<file path="config.mk">
export PLATFORM = sky130hd
export DESIGN_NAME = pc_sequencer_flat
export DESIGN_NICKNAME = d
export VERILOG_FILES = /design/src/rtl/pc_sequencer_if.sv /design/src/rtl/pc_sequencer.sv /design/src/flat_wrapper.sv
export SDC_FILE = /design/constraint.sdc
export NUM_CORES = 1
export LEC_CHECK = 0
export BUFFER_PORTS_ARGS = -buffer_cell sky130_fd_sc_hd__clkbuf_2
export CAP_MARGIN = 15
export CORE_MARGIN = 1
export CORE_UTILIZATION = 54
export CTS_CLUSTER_DIAMETER = 80
export DETAILED_ROUTE_END_ITERATION = 7
export PLACE_DENSITY_LB_ADDON = 0.05
export SLEW_MARGIN = 25
export SYNTH_ARGS = -nofsm -noshare
export SYNTH_HDL_FRONTEND = slang
export SYNTH_SLANG_ARGS = --single-unit
</file>
<file path="constraint.sdc">
create_clock -name clock -period 2.2 [get_ports clock]
set_input_delay 0 -clock clock [delete_from_list [all_inputs] [get_ports clock]]
set_output_delay 0 -clock clock [all_outputs]
set_load 0.01 [all_outputs]
</file>
<file path="src/rtl/pc_sequencer_if.sv">
// Control/instruction-memory side signals of the program-counter sequencer.
// The master drives selects and targets; the slave (sequencer) returns PC and RAS status.
interface pc_sequencer_if #(
    parameter int WIDTH = 16
) ();
    logic [2:0]       pcSrc;
    logic [WIDTH-1:0] immAddr;
    logic [WIDTH-1:0] ra;
    logic [WIDTH-1:0] mary;
    logic             comp;
    logic             pcWrite;
    logic             call;
    logic [WIDTH-1:0] pcOut;
    logic [WIDTH-1:0] rasTop;
    logic             rasEmpty;
    logic             rasFull;
    logic             rasOvf;
    logic             rasUnf;

    modport master (
        output pcSrc, immAddr, ra, mary, comp, pcWrite, call,
        input  pcOut, rasTop, rasEmpty, rasFull, rasOvf, rasUnf
    );

    modport slave (
        input  pcSrc, immAddr, ra, mary, comp, pcWrite, call,
        output pcOut, rasTop, rasEmpty, rasFull, rasOvf, rasUnf
    );
endinterface

</file>
<file path="src/rtl/pc_sequencer.sv">
// PC register with an eight-way next-PC select and a circular return-address stack.
// All outputs come straight from registered state; inputs only steer the next edge.
module pc_sequencer #(
    parameter int               WIDTH     = 16,
    parameter int               STEP      = 2,
    parameter int               RAS_DEPTH = 8,
    parameter logic [WIDTH-1:0] RESET_PC  = '0
) (
    input logic           clock,
    input logic           reset,
    pc_sequencer_if.slave bus
);
    localparam int PTR_W = $clog2(RAS_DEPTH);
    localparam int CNT_W = $clog2(RAS_DEPTH + 1);

    localparam logic [CNT_W-1:0] CNT_MAX = CNT_W'(RAS_DEPTH);
    localparam logic [WIDTH-1:0] STEP_W  = WIDTH'(STEP);

    localparam logic [2:0] SRC_SEQ    = 3'b000;
    localparam logic [2:0] SRC_BRANCH = 3'b001;
    localparam logic [2:0] SRC_IMM    = 3'b010;
    localparam logic [2:0] SRC_RA     = 3'b011;
    localparam logic [2:0] SRC_MARY   = 3'b100;
    localparam logic [2:0] SRC_REL4   = 3'b101;
    localparam logic [2:0] SRC_RET    = 3'b110;
    localparam logic [2:0] SRC_IMM4   = 3'b111;

    logic [WIDTH-1:0] pc;
    logic [WIDTH-1:0] pc_next;
    logic [WIDTH-1:0] pc_inc;
    logic [WIDTH-1:0] ras_mem [RAS_DEPTH];
    logic [WIDTH-1:0] top_val;
    logic [PTR_W-1:0] top;
    logic [PTR_W-1:0] top_next;
    logic [CNT_W-1:0] count;
    logic [CNT_W-1:0] count_next;
    logic             ovf;
    logic             ovf_next;
    logic             unf;
    logic             unf_next;
    logic             empty;
    logic             full;
    logic             is_ret;
    logic             mem_we;
    logic [PTR_W-1:0] mem_addr;

    assign pc_inc  = pc + STEP_W;
    assign empty   = (count == '0);
    assign full    = (count == CNT_MAX);
    assign top_val = empty ? '0 : ras_mem[top];
    assign is_ret  = (bus.pcSrc == SRC_RET);

    always_comb begin
        pc_next = pc_inc;
        unique case (bus.pcSrc)
            SRC_SEQ:    pc_next = pc_inc;
            SRC_BRANCH: pc_next = bus.comp ? (pc + bus.immAddr) : pc_inc;
            SRC_IMM:    pc_next = bus.immAddr;
            SRC_RA:     pc_next = bus.ra;
            SRC_MARY:   pc_next = bus.mary;
            SRC_REL4:   pc_next = pc + (bus.mary << 4);
            SRC_RET:    pc_next = empty ? bus.ra : top_val;
            SRC_IMM4:   pc_next = bus.immAddr << 4;
            default:    pc_next = pc_inc;
        endcase
    end

    // Return with a live entry and call together rewrites the top in place.
    // An empty-stack return with call falls through to a normal push.
    always_comb begin
        top_next   = top;
        count_next = count;
        ovf_next   = ovf;
        unf_next   = unf;
        mem_we     = 1'b0;
        mem_addr   = top + PTR_W'(1);
        if (bus.pcWrite) begin
            if (is_ret && !empty) begin
                if (bus.call) begin
                    mem_we   = 1'b1;
                    mem_addr = top;
                end else begin
                    top_next   = top - PTR_W'(1);
                    count_next = count - CNT_W'(1);
                end
            end else begin
                if (is_ret) begin
                    unf_next = 1'b1;
                end
                if (bus.call) begin
                    mem_we   = 1'b1;
                    mem_addr = top + PTR_W'(1);
                    top_next = top + PTR_W'(1);
                    if (full) begin
                        ovf_next = 1'b1;
                    end else begin
                        count_next = count + CNT_W'(1);
                    end
                end
            end
        end
    end

    always_ff @(posedge clock) begin
        if (reset) begin
            pc    <= RESET_PC;
            top   <= '0;
            count <= '0;
            ovf   <= 1'b0;
            unf   <= 1'b0;
        end else begin
            if (bus.pcWrite) begin
                pc <= pc_next;
            end
            top   <= top_next;
            count <= count_next;
            ovf   <= ovf_next;
            unf   <= unf_next;
        end
    end

    // Entry contents are don't-care after reset, so the array carries no reset.
    always_ff @(posedge clock) begin
        if (mem_we && !reset) begin
            ras_mem[mem_addr] <= pc_inc;
        end
    end

    assign bus.pcOut    = pc;
    assign bus.rasTop   = top_val;
    assign bus.rasEmpty = empty;
    assign bus.rasFull  = full;
    assign bus.rasOvf   = ovf;
    assign bus.rasUnf   = unf;
endmodule

</file>
<file path="src/flat_wrapper.sv">
// flat-port wrapper written by rule: the top's interface ports become plain ports
module pc_sequencer_flat 
#(
    parameter int               WIDTH     = 16,
    parameter int               STEP      = 2,
    parameter int               RAS_DEPTH = 8,
    parameter logic [WIDTH-1:0] RESET_PC  = '0
)
  (clock, reset, bus_pcSrc, bus_immAddr, bus_ra, bus_mary, bus_comp, bus_pcWrite, bus_call, bus_pcOut, bus_rasTop, bus_rasEmpty, bus_rasFull, bus_rasOvf, bus_rasUnf);
  pc_sequencer_if #(.WIDTH(WIDTH)) bus_i ();
  input logic clock;
  input logic reset;
  input wire logic [$bits(bus_i.pcSrc)-1:0] bus_pcSrc;
  input wire logic [$bits(bus_i.immAddr)-1:0] bus_immAddr;
  input wire logic [$bits(bus_i.ra)-1:0] bus_ra;
  input wire logic [$bits(bus_i.mary)-1:0] bus_mary;
  input wire logic [$bits(bus_i.comp)-1:0] bus_comp;
  input wire logic [$bits(bus_i.pcWrite)-1:0] bus_pcWrite;
  input wire logic [$bits(bus_i.call)-1:0] bus_call;
  output wire logic [$bits(bus_i.pcOut)-1:0] bus_pcOut;
  output wire logic [$bits(bus_i.rasTop)-1:0] bus_rasTop;
  output wire logic [$bits(bus_i.rasEmpty)-1:0] bus_rasEmpty;
  output wire logic [$bits(bus_i.rasFull)-1:0] bus_rasFull;
  output wire logic [$bits(bus_i.rasOvf)-1:0] bus_rasOvf;
  output wire logic [$bits(bus_i.rasUnf)-1:0] bus_rasUnf;
  assign bus_i.pcSrc = bus_pcSrc;
  assign bus_i.immAddr = bus_immAddr;
  assign bus_i.ra = bus_ra;
  assign bus_i.mary = bus_mary;
  assign bus_i.comp = bus_comp;
  assign bus_i.pcWrite = bus_pcWrite;
  assign bus_i.call = bus_call;
  assign bus_pcOut = bus_i.pcOut;
  assign bus_rasTop = bus_i.rasTop;
  assign bus_rasEmpty = bus_i.rasEmpty;
  assign bus_rasFull = bus_i.rasFull;
  assign bus_rasOvf = bus_i.rasOvf;
  assign bus_rasUnf = bus_i.rasUnf;
  pc_sequencer #(.WIDTH(WIDTH), .STEP(STEP), .RAS_DEPTH(RAS_DEPTH), .RESET_PC(RESET_PC)) u_core (.clock(clock), .reset(reset), .bus(bus_i));
endmodule
</file>
==> results.cfg, run 1 <==
[detailed_routing]
routed_wl_um = 25100
vias = 6977
drt_iter0_drc = 677
dr.pass1.iters = 5
ant_nets = 0
routed_via_density = 6.16
remaining_drc_errors = 0
wl_per_cell_um = 22.2

[synthesis]
yosys.cell_count.top_type = edfxtp_1
yosys-top-cells-count = 128 x edfxtp_1, 69 x nor2_1, 61 x nand2_1, 33 x ha_1, 28 x dfxtp_1
synth_top_area_share_pct = 44.9
synth_edf_count = 128
synth_top_flop_cell = edfxtp_1
synth_area_um2 = 8550
syn_nets = 787
synth_area_leaders = edfxtp_1 45%, mux4_2 6.8%, dfxtp_1 6.6%
yosys_register_bits = 156
yosys.area.top_type = edfxtp_1
yosysSeqAreaShare_pct = 51.5
ys_warn_count = 0
async_flop_share_pct = 0
yosysUniqueCellTypes = 69
syn_inst = 695
synth.avg_cell_area_um2 = 12.3

[place]
dpl.hpwl_um = 17800
io_buffers = 91
placed_cell_area_um2 = 10100
globalplace.congestion = 0.957

[cells_and_area]
fin_area_um2 = 11200
synthToLayoutAreaGrowth_pct = 31.0
final_layout_size_suffix_gt1_share_pct = 39.4
final_util_pct = 73.2
nets = 1001
antennaDiodeCount = 0

[run]
maxCapViolCount = 0

[status]
outcome = finished, violations left
violations = setup timing

[timing]
clock.fmax_mhz = 430
slew_violations = 0
setup_violations = 3
min_period_ns = 2.33
hold_viol = 0
fin_crit_sh_pct = 106
rsz0062_at_grt = true
fin_ws_ns = -0.128
clock_skew_ns = 0.0240
slew_headroom_pct = 46.8
timing_worst_slew_pin_value_ns = 0.792

[critical_path]
crit_chain = ha_4, fa_2, a211oi_4, o21ai_2, a31oi_2, o221ai_1, o21ai_1, mux2_4, a311oi_2
crit_type = reg2reg
cp-start-kind = register
path_max_fanout = 2
worstPathArrival_ns = 2.65
critPathSlowestCell = fa_2
r2r_slack_ns = -0.13
crit_buf_inv = 0
end_kind = register
required_ns = 2.52
cp_top_family = compound AO/OA/AOI/OAI gates
max_stage_delay_ns = 0.37

[power_and_ir_drop]
p_per_area_nw_per_um2 = 716
p_leak_nw = 4.34
ir_drop_mv = 0.540

[die]
core.rowCount = 45
die_w_um = 128
die_h_um = 128
io_pins = 92
fp.coreArea_um2 = 15300
die_area_um2 = 16300
floorplan.initialDensity_pct = 55.9

[global_routing]
grt_pass1_vias = 6585
grt_usage_pct = 31.0
grt_max_degree = 28
grt_pass1_wl_um = 37200
antenna_found_initial = 0
grt_overflow = 0

[clock_network]
cts_sinks = 156
clock_latency_ns = 0.42
cts_root_buf = clkbuf_16
cts_tree = built
clk_pin_slew_worst_paths_ns = 0.07
cts_buffers = 17
htreeDepth = 4
cts.path.max_buffers = 2

[worst_hold_path]
hold_path_class = in2reg
[routing by layer]
| metal | GRT usage [%] | wire length, um |
|---|---|---|
| met2 | 50.2 | 12000 |
| met4 | 11.1 | 640 |
| met1 | 42.1 | 10700 |
| met5 | 0 | 0 |
| met3 | 5.63 | 1750 |
[metrics by stage]
| stage | std cells | setup slack, ns | setup TNS (ns) | total power, mW | hold slack, ns |
|---|---|---|---|---|---|
| CTS | 1115 | -0.155 | -0.155 | 7.88 | 0.00574 |
| detailed placement | 1075 | -0.212 | -0.937 | 5.04 | 0.381 |
| global placement | 1075 | -0.211 | -0.217 | 5.01 | 0.369 |
| global route | 1133 | -0.215 | -0.782 | 8.29 | 0.0309 |
| finish | 1133 | -0.128 | -0.174 | 8.02 | 0.0307 |
| floorplan | 695 | -0.237 | -15.33 | 4.36 | 0.210 |
[tightest hold or removal path: cells and delay by family]
kind	cells	cell delay, ns
compound gates	2	0.16
buf+inv	1	0.14
simple gates	1	0.10
[final cells by class]
| cell class | count | area, um2 |
|---|---|---|
| Clock buffer | 19 | 433 |
| Clock inverter | 13 | 133 |
| Fill cell | 1049 | 4110 |
| Inverter | 15 | 58.8 |
| Multi-Input combinational cell | 491 | 4210 |
| Sequential cell | 156 | 4410 |
| Tap cell | 211 | 264 |
| Timing Repair Buffer | 228 | 1700 |
[placed cells by master, fill, tap and decap left out, types with 15 or more instances in the layout]
cell type	n
a21oi_1	22
buf_12	15
buf_4	113
clkbuf_16	17
clkbuf_2	91
dfxtp_1	21
edfxtp_1	128
ha_1	29
mux2i_1	21
mux4_2	26
nand2_1	58
nor2_1	60
xnor2_1	19
xor2_1	19
[timing repair]
action	4_1_cts	5_1_grt
hold buffers	8	0
setup buffers	2	19
gates resized for setup	12	53
endpoints found under the hold margin	8	0
pin swaps	7	23
endpoints found under the setup margin	56	128
[registers in the layout (all words and copies together), names as in the netlist, named ones only]
signal and count:
u_core.bus.rasOvf 1, u_core.ras_mem 128, u_core.bus.rasUnf 1, u_core.count 4, u_core.top 3, u_core.bus.pcOut 16
[cell families (layout without fill, tap and decap cells)]
kind of cell	count (synthesis)	in the layout	synth area share (%)
AOI/OAI and AO/OA	161	161	14.7
and+or+nand+nor	194	194	10.3
DFF	156	156	51.5
buffers and inverters	48	275	2.97
muxes	57	57	10.6
xor gates and xnor gates	43	43	4.40
adders and majority gates	36	36	5.53
[final timing paths]
path,start,to,cells after the start
max reg2reg,u_core.bus.pcOut[0],u_core.bus.pcOut[12],9
max,u_core.bus.pcOut[0],u_core.bus.pcOut[12],9
min reg2reg,u_core.bus.rasOvf,u_core.bus.rasOvf,2
min,bus_call,u_core.count[1],4
[report_power, final]
| group | switching, mW | leakage [nW] | internal (mW) |
|---|---|---|---|
| Combinational | 1.01 | 2.68 | 0.847 |
| Sequential | 0.0527 | 1.40 | 3.30 |
| Clock | 1.23 | 0.264 | 1.59 |
| Total | 2.29 | 4.34 | 5.73 |
No activity file was read; power rests on OpenSTA's default activity.
==> run 2, diff against run 1 <==
--- a/config.mk
+++ b/config.mk
@@ -12,7 +12,9 @@
 export CTS_CLUSTER_DIAMETER = 80
 export DETAILED_ROUTE_END_ITERATION = 7
 export PLACE_DENSITY_LB_ADDON = 0.05
+export REMOVE_ABC_BUFFERS = 1
 export SLEW_MARGIN = 25
 export SYNTH_ARGS = -nofsm -noshare
 export SYNTH_HDL_FRONTEND = slang
 export SYNTH_SLANG_ARGS = --single-unit
+export TNS_END_PERCENT = 30
==> constraint.sdc (replaced) <==
create_clock -name clock -period 2.2 [get_ports clock]
set_input_delay 0.11 -clock clock [delete_from_list [all_inputs] [get_ports clock]]
set_output_delay 0.11 -clock clock [all_outputs]
set_load 0.01 [all_outputs]
==> run 2 against run 1 <==
Flip-flop and latch count unchanged. Sequential power about the same. The run still ends with setup timing left. Maximum frequency up 1.8%. Die area unchanged. Core utilization down 0.42 points. Cell area down 0.57%. Combinational power about the same. Global-route usage up 1.6 points. Worst hold slack worse by 0.0076 ns.
==> results.cfg, run 2 (synthesized netlist as in run 1, its figures left out) <==
[critical_path]
crit_type = reg2reg
critPathSlowestCell = fa_2
end_kind = register
path_max_fanout = 2
worstPathArrival_ns = 2.62
reg2reg_depth = 9
crit_buf_inv = 0
required_ns = 2.54
cp_top_family = compound AO/OA/AOI/OAI gates
max_stage_delay_ns = 0.39
crit_chain = ha_4, fa_2, a211oi_4, o21ai_2, a31oi_2, o221ai_1, o21ai_1, mux2_4, a311oi_2
cp-startpoint = u_core.bus.pcOut[0]
worstSetupEndpoint = u_core.bus.pcOut[12]
cp.depth = 9
cp-start-kind = register
r2r_slack_ns = -0.09
r2r-end = u_core.bus.pcOut[12]
reg2reg_from = u_core.bus.pcOut[0]

[cells_and_area]
layout_commonest_cell = edfxtp_1
antennaDiodeCount = 0
final_util_pct = 72.8
largest_register_ffs = 128
fin_area_um2 = 11100
final_layout_size_suffix_gt1_share_pct = 40.4
regMostFlops = u_core.ras_mem
final_cells = 1129
nets = 997
synthToLayoutAreaGrowth_pct = 30.3
layout_common_cells = 128 x edfxtp_1, 111 x buf_4, 90 x clkbuf_2

[detailed_routing]
routed_via_density = 6.16
remaining_drc_errors = 0
wl_per_cell_um = 23.2
routed_wl_um = 26200
dr.pass1.iters = 5
ant_nets = 0
vias = 6956
drt_iter0_drc = 562

[die]
fp.coreArea_um2 = 15300
die_h_um = 128
die_area_um2 = 16300
core.rowCount = 45
die_w_um = 128
io_pins = 92
floorplan.initialDensity_pct = 55.9

[timing]
finalHoldWorstSlack_ns = 0.0231
fin_ws_ns = -0.0874
clock_skew_ns = 0.0125
setup_violations = 4
finalSetupTns_ns = -0.142
clock.fmax_mhz = 437
slew_headroom_pct = 54.6
slew_violations = 0
min_period_ns = 2.29
fin_crit_sh_pct = 104
hold_viol = 0
timing_worst_slew_pin_value_ns = 0.678
rsz0062_at_grt = true

[status]
violations = setup timing
outcome = finished, violations left

[power_and_ir_drop]
ir_drop_mv = 0.512
p_per_area_nw_per_um2 = 720
switching_share_pct = 29.7
p_leak_nw = 4.29
pwr-share-clk_pct = 34.9
p_comb_share_pct = 23.3
seq_power_share_pct = 41.9
p_int_mw = 5.64
power.switching_mw = 2.39
p_total_mw = 8.02

[clock_network]
hold_buffers = 0
htreeDepth = 4
clk_pin_slew_worst_paths_ns = 0.07
cts_sinks = 156
cts_buffers = 17
cts.path.max_buffers = 2
cts_root_buf = clkbuf_16
cts_tree = built
clock_latency_ns = 0.42

[global_routing]
grt_pass1_vias = 7007
grt_max_degree = 34
antenna_found_initial = 0
grt_pass1_wl_um = 38800
grt_usage_pct = 32.7
grt_overflow = 0

[place]
dp.cells = 1077
place_ws_ns = -0.370
io_buffers = 91
globalplace.congestion = 0.965
placed_cell_area_um2 = 10000
dpl.hpwl_um = 18300

[worst_hold_path]
hold_path_class = in2reg

[run]
maxCapViolCount = 0
run 2: cell count changes in the layout (fill, tap and decap cells not counted), sizes merged:
cell,previous run,this run
buf,129,133
clkbuf,110,108
bufinv,1,0
dlygate4sd3,8,0
clkinv,2,4
inv,21,23
clkinvlp,4,3
run 2: power by group through the flow:
stage | Sequential, mW | Combinational (mW) | Clock (mW)
floorplan | 3.47 | 0.831 | 0
finish | 3.36 | 1.87 | 2.80
global placement | 3.41 | 1.58 | 0
detailed placement | 3.42 | 1.61 | 0
global route | 3.36 | 1.99 | 2.95
CTS | 3.35 | 1.73 | 2.81
run 2: area by class of cell:
| class | count | area [um2] |
|---|---|---|
| clock buffers | 17 | 425 |
| repair buffers | 224 | 1660 |
| multi-input cells | 491 | 4190 |
| flip-flops and latches | 156 | 4420 |
| well taps | 211 | 264 |
| clock inverters | 15 | 130 |
| inverters | 15 | 56.3 |
| fillers | 1061 | 4170 |
run 2: worst min-delay path, cell delays in order:
cell and delay (ns):
clkbuf_2 0.09, a211oi_1 0.06, nor3_1 0.14
run 2: per-layer routing:
layer | GRT usage (%) | up-vias | share of wire, %
li1 | - | 3118 | -
met1 | 41.4 | 3420 | 40
met2 | 54.8 | 372 | 50
met4 | 13.0 | 0 | 2.6
met5 | 0 | - | 0
met3 | 6.89 | 46 | 7.5
run 2: worst min path at each step:
stage | from | endpoint | slack, ns | cells past startpoint
2_1_floorplan | reset | u_core.bus.pcOut[12] | 0.18 | 1
3_3_place_gp | bus_ra[4] | u_core.bus.pcOut[4] | 0.44 | 3
3_5_place_dp | bus_ra[4] | u_core.bus.pcOut[4] | 0.46 | 3
4_1_cts | bus_ra[4] | u_core.bus.pcOut[4] | 0.01 | 3
5_1_grt | reset | u_core.bus.rasUnf | 0.06 | 2
6_report | bus_ra[4] | u_core.bus.pcOut[4] | 0.02 | 3
run 2: repair_timing:
action	CTS	global route
cloned	1	1
hold endpoints to repair	0	0
resized for setup	34	56
endpoints found under the setup margin	86	146
buffers inserted	12	9
pin swaps	5	12
